--- config.mk ---
export PLATFORM = sky130hd
export DESIGN_NAME = toysram_64x24_2r1w_drv
export DESIGN_NICKNAME = d
export VERILOG_FILES = /design/src/rtl/toysram_pkg.sv /design/src/rtl/toysram_predec.sv /design/src/rtl/toysram_64x24_2r1w_drv.sv
export SDC_FILE = /design/constraint.sdc
export NUM_CORES = 1
export LEC_CHECK = 0
export BUFFER_PORTS_ARGS = -buffer_cell sky130_fd_sc_hd__buf_2
export CAP_MARGIN = 25
export CORE_UTILIZATION = 52
export DETAILED_ROUTE_END_ITERATION = 8
export PLACE_DENSITY = 0.88
export REMOVE_ABC_BUFFERS = 1
export SLEW_MARGIN = 5
export SYNTH_ARGS = -nofsm -noshare
export SYNTH_HDL_FRONTEND = slang
export SYNTH_SLANG_ARGS = --single-unit
--- constraint.sdc ---
create_clock -name clk -period 4.3 [get_ports clk]
set_clock_uncertainty 0.1 [all_clocks]
set_input_delay 0.215 -clock clk [delete_from_list [all_inputs] [get_ports clk]]
set_output_delay 0.215 -clock clk [all_outputs]
set_load 0.02 [all_outputs]
--- src/rtl/toysram_pkg.sv ---
// toysram_pkg: shared widths, predecoded line bundle and write FSM states for the 64x24 2r1w toysram driver
package toysram_pkg;
   localparam int ADDR_W = 6;
   localparam int DAT_W = 24;
   typedef struct packed {
      logic c_na0;
      logic c_a0;
      logic na1_na2;
      logic na1_a2;
      logic a1_na2;
      logic a1_a2;
      logic na3;
      logic a3;
      logic na4_na5;
      logic na4_a5;
      logic a4_na5;
      logic a4_a5;
   } predec_t;
   typedef enum logic [1:0] {IDLE, SETUP, STROBE, HOLD} wr_state_t;
endpackage

--- src/rtl/toysram_predec.sv ---
// toysram_predec: binary address plus enable to the array's one-hot predecoded lines
module toysram_predec
   import toysram_pkg::*;
(
   input  logic              en,
   input  logic [0:ADDR_W-1] addr,
   output predec_t           lines
);
   assign lines = {en & ~addr[0], en & addr[0],
                   en & ~addr[1] & ~addr[2], en & ~addr[1] & addr[2],
                   en & addr[1] & ~addr[2], en & addr[1] & addr[2],
                   en & ~addr[3], en & addr[3],
                   en & ~addr[4] & ~addr[5], en & ~addr[4] & addr[5],
                   en & addr[4] & ~addr[5], en & addr[4] & addr[5]};
endmodule

--- src/rtl/toysram_64x24_2r1w_drv.sv ---
// toysram_64x24_2r1w_drv: valid/ready to predecoded-line driver for the 64x24 2r1w toysram array
// TOYSRAM_WR_BYPASS_EN: conflicting reads are not stalled and get the in-flight write data instead
module toysram_64x24_2r1w_drv
   import toysram_pkg::*;
#(
   parameter int WR_PULSE_CYC = 1,
   parameter int WR_HOLD_CYC = 1
) (
   input  logic              clk,
   input  logic              reset_n,
   input  logic              rd0_req_val,
   output logic              rd0_req_rdy,
   input  logic [0:ADDR_W-1] rd0_req_addr,
   output logic              rd0_rsp_val,
   output logic [0:DAT_W-1]  rd0_rsp_dat,
   input  logic              rd1_req_val,
   output logic              rd1_req_rdy,
   input  logic [0:ADDR_W-1] rd1_req_addr,
   output logic              rd1_rsp_val,
   output logic [0:DAT_W-1]  rd1_rsp_dat,
   input  logic              wr_req_val,
   output logic              wr_req_rdy,
   input  logic [0:ADDR_W-1] wr_req_addr,
   input  logic [0:DAT_W-1]  wr_req_dat,
   output logic              rd0_c_na0, rd0_c_a0, rd0_na1_na2, rd0_na1_a2, rd0_a1_na2, rd0_a1_a2,
   output logic              rd0_na3, rd0_a3, rd0_na4_na5, rd0_na4_a5, rd0_a4_na5, rd0_a4_a5,
   output logic              rd1_c_na0, rd1_c_a0, rd1_na1_na2, rd1_na1_a2, rd1_a1_na2, rd1_a1_a2,
   output logic              rd1_na3, rd1_a3, rd1_na4_na5, rd1_na4_a5, rd1_a4_na5, rd1_a4_a5,
   output logic              wr0_c_na0, wr0_c_a0, wr0_na1_na2, wr0_na1_a2, wr0_a1_na2, wr0_a1_a2,
   output logic              wr0_na3, wr0_a3, wr0_na4_na5, wr0_na4_a5, wr0_a4_na5, wr0_a4_a5,
   input  logic [0:DAT_W-1]  rd0_dat,
   input  logic [0:DAT_W-1]  rd1_dat,
   output logic [0:DAT_W-1]  wr0_dat
);
   localparam logic [3:0] PULSE_LAST = 4'(WR_PULSE_CYC - 1);
   localparam logic [3:0] HOLD_LAST = 4'(WR_HOLD_CYC - 1);
   wr_state_t st, nxt;
   logic [3:0] cnt, cnt_nxt;
   logic act, busy, wr_acc, last;
   logic [0:ADDR_W-1] wa, w_addr;
   predec_t w_d, w_q;
   predec_t [1:0] r_d, r_q;
   logic [1:0][0:ADDR_W-1] rd_addr;
   logic [1:0][0:DAT_W-1] rd_dat, rsp_dat;
   logic [1:0] rd_val, rd_rdy, rd_acc, conf, byp, v1, b1, rsp_val;
   assign rd_val = {rd1_req_val, rd0_req_val};
   assign rd_addr = {rd1_req_addr, rd0_req_addr};
   assign rd_dat = {rd1_dat, rd0_dat};
   assign {rd1_req_rdy, rd0_req_rdy} = rd_rdy;
   assign {rd1_rsp_val, rd0_rsp_val} = rsp_val;
   assign {rd1_rsp_dat, rd0_rsp_dat} = rsp_dat;
   assign {rd0_c_na0, rd0_c_a0, rd0_na1_na2, rd0_na1_a2, rd0_a1_na2, rd0_a1_a2,
           rd0_na3, rd0_a3, rd0_na4_na5, rd0_na4_a5, rd0_a4_na5, rd0_a4_a5} = r_q[0];
   assign {rd1_c_na0, rd1_c_a0, rd1_na1_na2, rd1_na1_a2, rd1_a1_na2, rd1_a1_a2,
           rd1_na3, rd1_a3, rd1_na4_na5, rd1_na4_a5, rd1_a4_na5, rd1_a4_a5} = r_q[1];
   assign {wr0_c_na0, wr0_c_a0, wr0_na1_na2, wr0_na1_a2, wr0_a1_na2, wr0_a1_a2,
           wr0_na3, wr0_a3, wr0_na4_na5, wr0_na4_a5, wr0_a4_na5, wr0_a4_a5} = w_q;
   assign busy = st != IDLE;
   assign wr_req_rdy = act & ~busy;
   assign wr_acc = wr_req_val & wr_req_rdy;
   assign w_addr = wr_acc ? wr_req_addr : wa;
   always_comb begin
      last = (st == STROBE) ? cnt == PULSE_LAST : cnt == HOLD_LAST;
      nxt = st == IDLE ? (wr_acc ? SETUP : IDLE)
          : st == SETUP ? STROBE
          : st == STROBE ? (last ? HOLD : STROBE)
          : (last ? IDLE : HOLD);
      cnt_nxt = (busy && nxt == st) ? cnt + 4'd1 : 4'd0;
   end
   assign conf = busy ? {rd_addr[1] == wa, rd_addr[0] == wa} : 2'b00;
`ifdef TOYSRAM_WR_BYPASS_EN
   assign rd_rdy = {2{act}};
`else
   assign rd_rdy = {2{act}} & ~conf;
`endif
   assign rd_acc = rd_val & rd_rdy;
   assign byp = rd_acc & conf;
   toysram_predec u_wr (.en(nxt != IDLE), .addr(w_addr), .lines(w_d));
   for (genvar p = 0; p < 2; p++) begin : g_rd
      toysram_predec u_rd (.en(rd_acc[p] & ~byp[p]), .addr(rd_addr[p]), .lines(r_d[p]));
   end
   always_ff @(posedge clk) begin
      if (!reset_n) begin
         act <= 1'b0;
         st <= IDLE;
         cnt <= '0;
         wa <= '0;
         wr0_dat <= '0;
         w_q <= '0;
         r_q <= '0;
         v1 <= '0;
         b1 <= '0;
         rsp_val <= '0;
         rsp_dat <= '0;
      end else begin
         act <= 1'b1;
         st <= nxt;
         cnt <= cnt_nxt;
         wa <= w_addr;
         if (wr_acc) wr0_dat <= wr_req_dat;
         // address lines span SETUP..HOLD; the a0 pair doubles as the write strobe
         w_q <= w_d;
         w_q.c_na0 <= w_d.c_na0 & (nxt == STROBE);
         w_q.c_a0 <= w_d.c_a0 & (nxt == STROBE);
         r_q <= r_d;
         v1 <= rd_acc;
         b1 <= byp;
         rsp_val <= v1;
         for (int i = 0; i < 2; i++)
            if (v1[i]) rsp_dat[i] <= b1[i] ? wr0_dat : rd_dat[i];
      end
   end
endmodule
Word-level counts from Yosys, hierarchy flattened
Index checks and enable logic that the tools add are counted.

Flip-flop bits (word level): 127. Bits of input ports: 95. Output and inout port bits: 113. Logic and storage cells: 149.

Add/sub/neg operators: 1. Equality and inequality tests: 6. Mux-type cells: 11. Bitwise operators: 79. Reduce and logical (&&, ||, !) cells: 6.

Operator list (number): 1-bit bitwise AND (54); 24-bit 2-to-1 mux (2); 1-bit inverter (21); 6-bit == test (2); 2-bit 2-to-1 mux (5); 2-bit bitwise AND (3); 6-bit 2-to-1 mux (1); 4-bit by 1-bit adder with 4-bit output, second input constant (1); 2-bit == test, second input constant (2); 4-bit logical NOT (1); 2-bit nonzero test (2); 1-bit 2-to-1 mux (3); 2-bit by 1-bit == test with 1-bit output, second input constant (1); 2-bit == test (1); 2-bit logical NOT (1); 2-bit inverter (1); 2-bit AND reduction (1); 1-bit logical AND (1).

Longest topological paths before layout
Depth in word-level cells: 10. Gate-level depth with buffers: 7. Depth with buffers taken out: 7.

By module
A second synthesis with hierarchy kept.

Cell total of the unflattened synthesis: 525. Area, all modules: 5290.1 um2.

By module, submodules not included: toysram_64x24_2r1w_drv (times used 1, cells each 486, area each 4948.5 um2, seq. area each 2542.4 um2); toysram_predec (times used 3, cells each 13, area each 113.9 um2, seq. area each 0.0 um2).

Worst setup path after synthesis
Ideal clock, no wire load.

Path type: reg-to-reg. Start: register cnt[0]. End: register w_q (netlist bit wr0_a1_a2). Library setup time: 0.145 ns. Arrival: 1.547 ns. Data required time: 4.055 ns. Setup slack: 2.508 ns. Stages on the path, launching flop included: 7. Buffers on the path: 0. Period minus slack after synthesis: 1.792 ns. Cells stage by stage: dfxtp_1 -> inv_1 -> ha_1 -> nor3b_1 -> ha_1 -> o211ai_1 -> a21oi_1.

Cells in the longest elaborated chain, start to end: 8. Elaborated cells between the ends (all ways): 9. Classes of those cells: 5 x mux; 2 x bitwise; 2 x reduce/logical.

Ends and longest elaborated chain: start, declared (line toysram_64x24_2r1w_drv.sv:38) `logic [3:0] cnt, cnt_nxt;`; start signal, assigned (line toysram_64x24_2r1w_drv.sv:98) `cnt <= cnt_nxt;`; 4-bit logical NOT * (line toysram_64x24_2r1w_drv.sv:63) `last = (st == STROBE) ? cnt == PULSE_LAST : cnt == HOLD_LAST;`; 2-bit 2-to-1 mux or 1-bit 2-to-1 mux (tied branches) (line toysram_64x24_2r1w_drv.sv:67, toysram_64x24_2r1w_drv.sv:66); 2-bit 2-to-1 mux * (line toysram_64x24_2r1w_drv.sv:66) `: st == STROBE ? (last ? HOLD : STROBE)`; 2-bit 2-to-1 mux * (line toysram_64x24_2r1w_drv.sv:65) `: st == SETUP ? STROBE`; 2-bit 2-to-1 mux * (line toysram_64x24_2r1w_drv.sv:64) `nxt = st == IDLE ? (wr_acc ? SETUP : IDLE)`; 2-bit nonzero test * (line toysram_64x24_2r1w_drv.sv:78) `toysram_predec u_wr (.en(nxt != IDLE), .addr(w_addr), .lines(w_d));`; 1-bit bitwise AND * (2 in a row) (line toysram_predec.sv:11) `en & addr[1] & ~addr[2], en & addr[1] & addr[2],`; end signal, assigned (line toysram_64x24_2r1w_drv.sv:102) `w_q <= w_d;`; end, declared (line toysram_64x24_2r1w_drv.sv:41) `predec_t w_d, w_q;`.

Every way passes the cells marked *; elsewhere a longest branch is shown, timed or not. A chain may end at the register's enable or synchronous reset.

Final worst setup path
Start: register st[1]. End: output rd1_req_rdy.

Cells in the longest elaborated chain, start to end: 4.

Ends and longest elaborated chain: start, declared (line toysram_64x24_2r1w_drv.sv:37) `wr_state_t st, nxt;`; start signal, assigned (line toysram_64x24_2r1w_drv.sv:97) `st <= nxt;`; 2-bit nonzero test (line toysram_64x24_2r1w_drv.sv:58) `assign busy = st != IDLE;`; 2-bit 2-to-1 mux (line toysram_64x24_2r1w_drv.sv:70) `assign conf = busy ? {rd_addr[1] == wa, rd_addr[0] == wa} : 2'b00;`; 2-bit inverter (line toysram_64x24_2r1w_drv.sv:74) `assign rd_rdy = {2{act}} & ~conf;`; 2-bit bitwise AND (line toysram_64x24_2r1w_drv.sv:74); end, declared (line toysram_64x24_2r1w_drv.sv:17) `output logic rd1_req_rdy,`.

Every way passes these cells.

==> impl_metrics.yaml <==
sta:
  whs_ps: 53.1
  final_max_slew_viol_count: 0
  hold_viol: 0
  fin_crit_sh_pct: 62.4
  tns_ps: 0
  maxSlewHeadroom_pct: 33.1
  fin_crit_ps: 2680
  setup_viol: 0
  worstMarginPinSlew_ps: 1000
  worst_slack_ps: 1620
  rsz0062_at_grt: "no"
  max_freq_mhz: 373
cells_and_area:
  diodes: 0
  fin_nets: 920
  multiInputGateArea_um2: 2480
  fill_cells: 587
  stdcell_count: 968
  fin_util_pct: 80.3
  seq_area_um2: 2540
  area_growth_pct: 49.7
  drive_gt1_share_pct: 30.1
global_routing:
  grt_pass1_vias: 5517
  overflow: 0
  met1_usage_pct: 33.7
  grt_pass1_wl_um: 26600
  antenna_found_initial: 0
  gr-usage-all-layers_pct: 33.6
  grtUsageMet3_pct: 8.54
  busiest_layer: "met2"
  grt_max_degree: 72
  met2_usage_pct: 59.9
setup_path:
  rrSetupSlack_ps: 1650
  start_kind: "flop"
  worstSetupEndpointType: "primary output"
  crit_required_ps: 3980
  worst-setup-path-type: "flop to primary output"
  reg2reg_from: "act"
  rr_endpoint: "wr0_a1_a2"
  ff2ff_path_depth: 4
  path_max_fanout: 14
  worstPathArrival_ps: 2370
worst_hold_path:
  worstHoldPathType: "input pin to flop"
  hold-path-endpoint: "wr0_na3"
  hp-start: "wr_req_val"
  hold_depth: 3
synthesis:
  synthTopCellsByCount: "dfxtp_1 (127), nand2_1 (109), mux2i_1 (50)"
  yosysMostFrequentCell: "dfxtp_1"
  yosysUniqueCellTypes: 37
  yosysWarnings: 0
  synth_cells: 541
  ys_seq_area_share_pct: 48.2
  synth_edf_count: 0
  async_reset_ff_share_pct: 0
  ys_top_cells_by_area: "dfxtp_1 (48%), mux2i_1 (9.5%), o211a_1 (9.3%), nand2_1 (7.8%), a21boi_0 (4.4%)"
  ys_ff_latch: 127
  synthFlopType: "dfxtp_1"
  yosys.area.top_type: "dfxtp_1"
  avgSynthCellArea_um2: 9.74
  synth_top_area_share_pct: 48.2
  synth_area_um2: 5270
place:
  gp_congestion: 0.816
  placedCellCount: 840
  dp_hpwl_um: 9360
  io_buffer_count: 207
  pre_cts_slack_ps: 1840
floorplanning:
  die_area_um2: 10500
  coreArea_um2: 9820
  die_w_um: 103
  die_y_um: 103
  core.rowCount: 36
  io_pins: 208
  start_util_pct: 53.7
power_and_ir_drop:
  switching_power_uw: 814
  power_frac_clock_pct: 47.9
  p_int_uw: 2430
  netSwitchingFraction_pct: 25.1
  share_comb_of_total_power_pct: 12.8
  seqPwrFrac_pct: 39.3
  vdd_ir_drop_max_mv: 0.317
  total_leakage_power_uw: 0.00400
  powerDensity_nw_per_um2: 412
clock_tree:
  tritoncts: "yes"
  clk_pin_slew_ps: 60
  post_cts_buffers: 0
  cts_made_buffers: 17
  clockRootBuffer: "clkbuf_8"
  htreeDepth: 4
  clk_path_buf_depth: 2
  numClockSinks: 127
  insertion_delay_ps: 530
routing:
  vias: 5432
  route.detailed.drc: 0
  totalWireLength_um: 17600
  routedWlPerCell_um: 18.2
  firstDrtPassIters: 5
  antenna_left: 0
  drtIter0Drc: 291
  vias_per_cell: 5.61
status:
  status: "complete, no violations"
flow_run:
  drv_cap: 0
kinds of logic (layout without fill, tap and decap cells):
kind of cell	after synthesis	in the layout	synth area share, %
simple gates	176	176	16.4
flops	127	127	48.2
other cells	1	2	0.0712
fa+ha+maj	3	3	0.712
xor+xnor	15	15	2.49
mux	50	50	9.50
compound gates	118	118	17.8
buf+inv	51	344	4.82
flip-flops by register name (all words and copies together), names as in the netlist, 2 cells and up:
| name | flops |
|---|---|
| b1 | 2 |
| cnt | 4 |
| rd0_rsp_dat | 24 |
| rd1_rsp_dat | 24 |
| rsp_val | 2 |
| st | 2 |
| v1 | 2 |
| wa | 6 |
| wr0_dat | 24 |
repair_timing:
action | in CTS | in global routing
hold endpoints to repair | 116 | 0
hold buffers | 96 | 0
gates resized for setup | 0 | 0
stage by stage:
stage                     power [uW]  instance area (um^2)
final                           3250                  7890
after global routing            3340                  7890
after CTS                       3230                  7890
after detailed placement        1620                  6280
after global placement          1610                  6280
after floorplan                 1480                  5030
layout by cell type, fill, tap and decap left out, types with 2 or more instances in the layout:
cell and count:
a211oi_1 4, a21boi_0 31, a21oi_1 30, and2_1 5, buf_2 207, buf_4 6
bufinv_16 5, clkbuf_16 16, clkbuf_8 2, clkinv_2 3, clkinv_4 4, clkinvlp_4 2
conb_1 2, dfxtp_1 126, dlygate4sd3_1 96, ha_1 3, inv_1 3, mux2i_1 50
nand2_1 109, nand3_1 13, nand3b_1 8, nand4_1 4, nand4b_1 9, nor2_1 12
nor2b_1 3, nor3b_1 2, nor4_4 2, o211a_1 49, or3_1 4, xnor2_1 2
xor2_1 13
cell type report:
cell class                      instances  area share (%)
Multi-Input combinational cell        364            31.5
Clock inverter                         14            2.73
Clock buffer                           18            5.42
Tap cell                              133            2.11
Sequential cell                       127            32.2
Timing Repair Buffer                  309            25.9
Inverter                                3           0.143
layer usage:
layer	vias to the layer above	share of wire [%]
met2	284	51
met4	0	5.9
met5	-	0
met3	100	6.0
li1	2453	-
met1	2595	37
critical path: stages (launching register included):
cell and delay (ps):
dfxtp_1 500, nor2_1 220, nor4_4 680, a21boi_0 220, buf_2 220
power groups by stage:
stage,Sequential [uW],Combinational [uW],Clock [uW]
6_report,1280,415,1560
3_5_place_dp,1300,326,0
5_1_grt,1280,441,1620
3_3_place_gp,1290,315,0
2_1_floorplan,1350,127,0
4_1_cts,1270,397,1560
worst max path at each step:
| stage | depth (start not counted) | endpoint | startpoint | slack, ps |
|---|---|---|---|---|
| final | 4 | rd1_req_rdy | st[1] | 1620 |
| after global routing | 4 | wr0_a1_a2 | act | 1510 |
| after CTS | 4 | wr0_a1_a2 | act | 1700 |
| after detailed placement | 4 | wr0_na4_na5 | act | 1840 |
| after global placement | 4 | wr0_na4_na5 | act | 1980 |
| after floorplan | 3 | wr0_na1_na2 | act | 1830 |
Note: power is estimated with default switching activity, not from simulation.
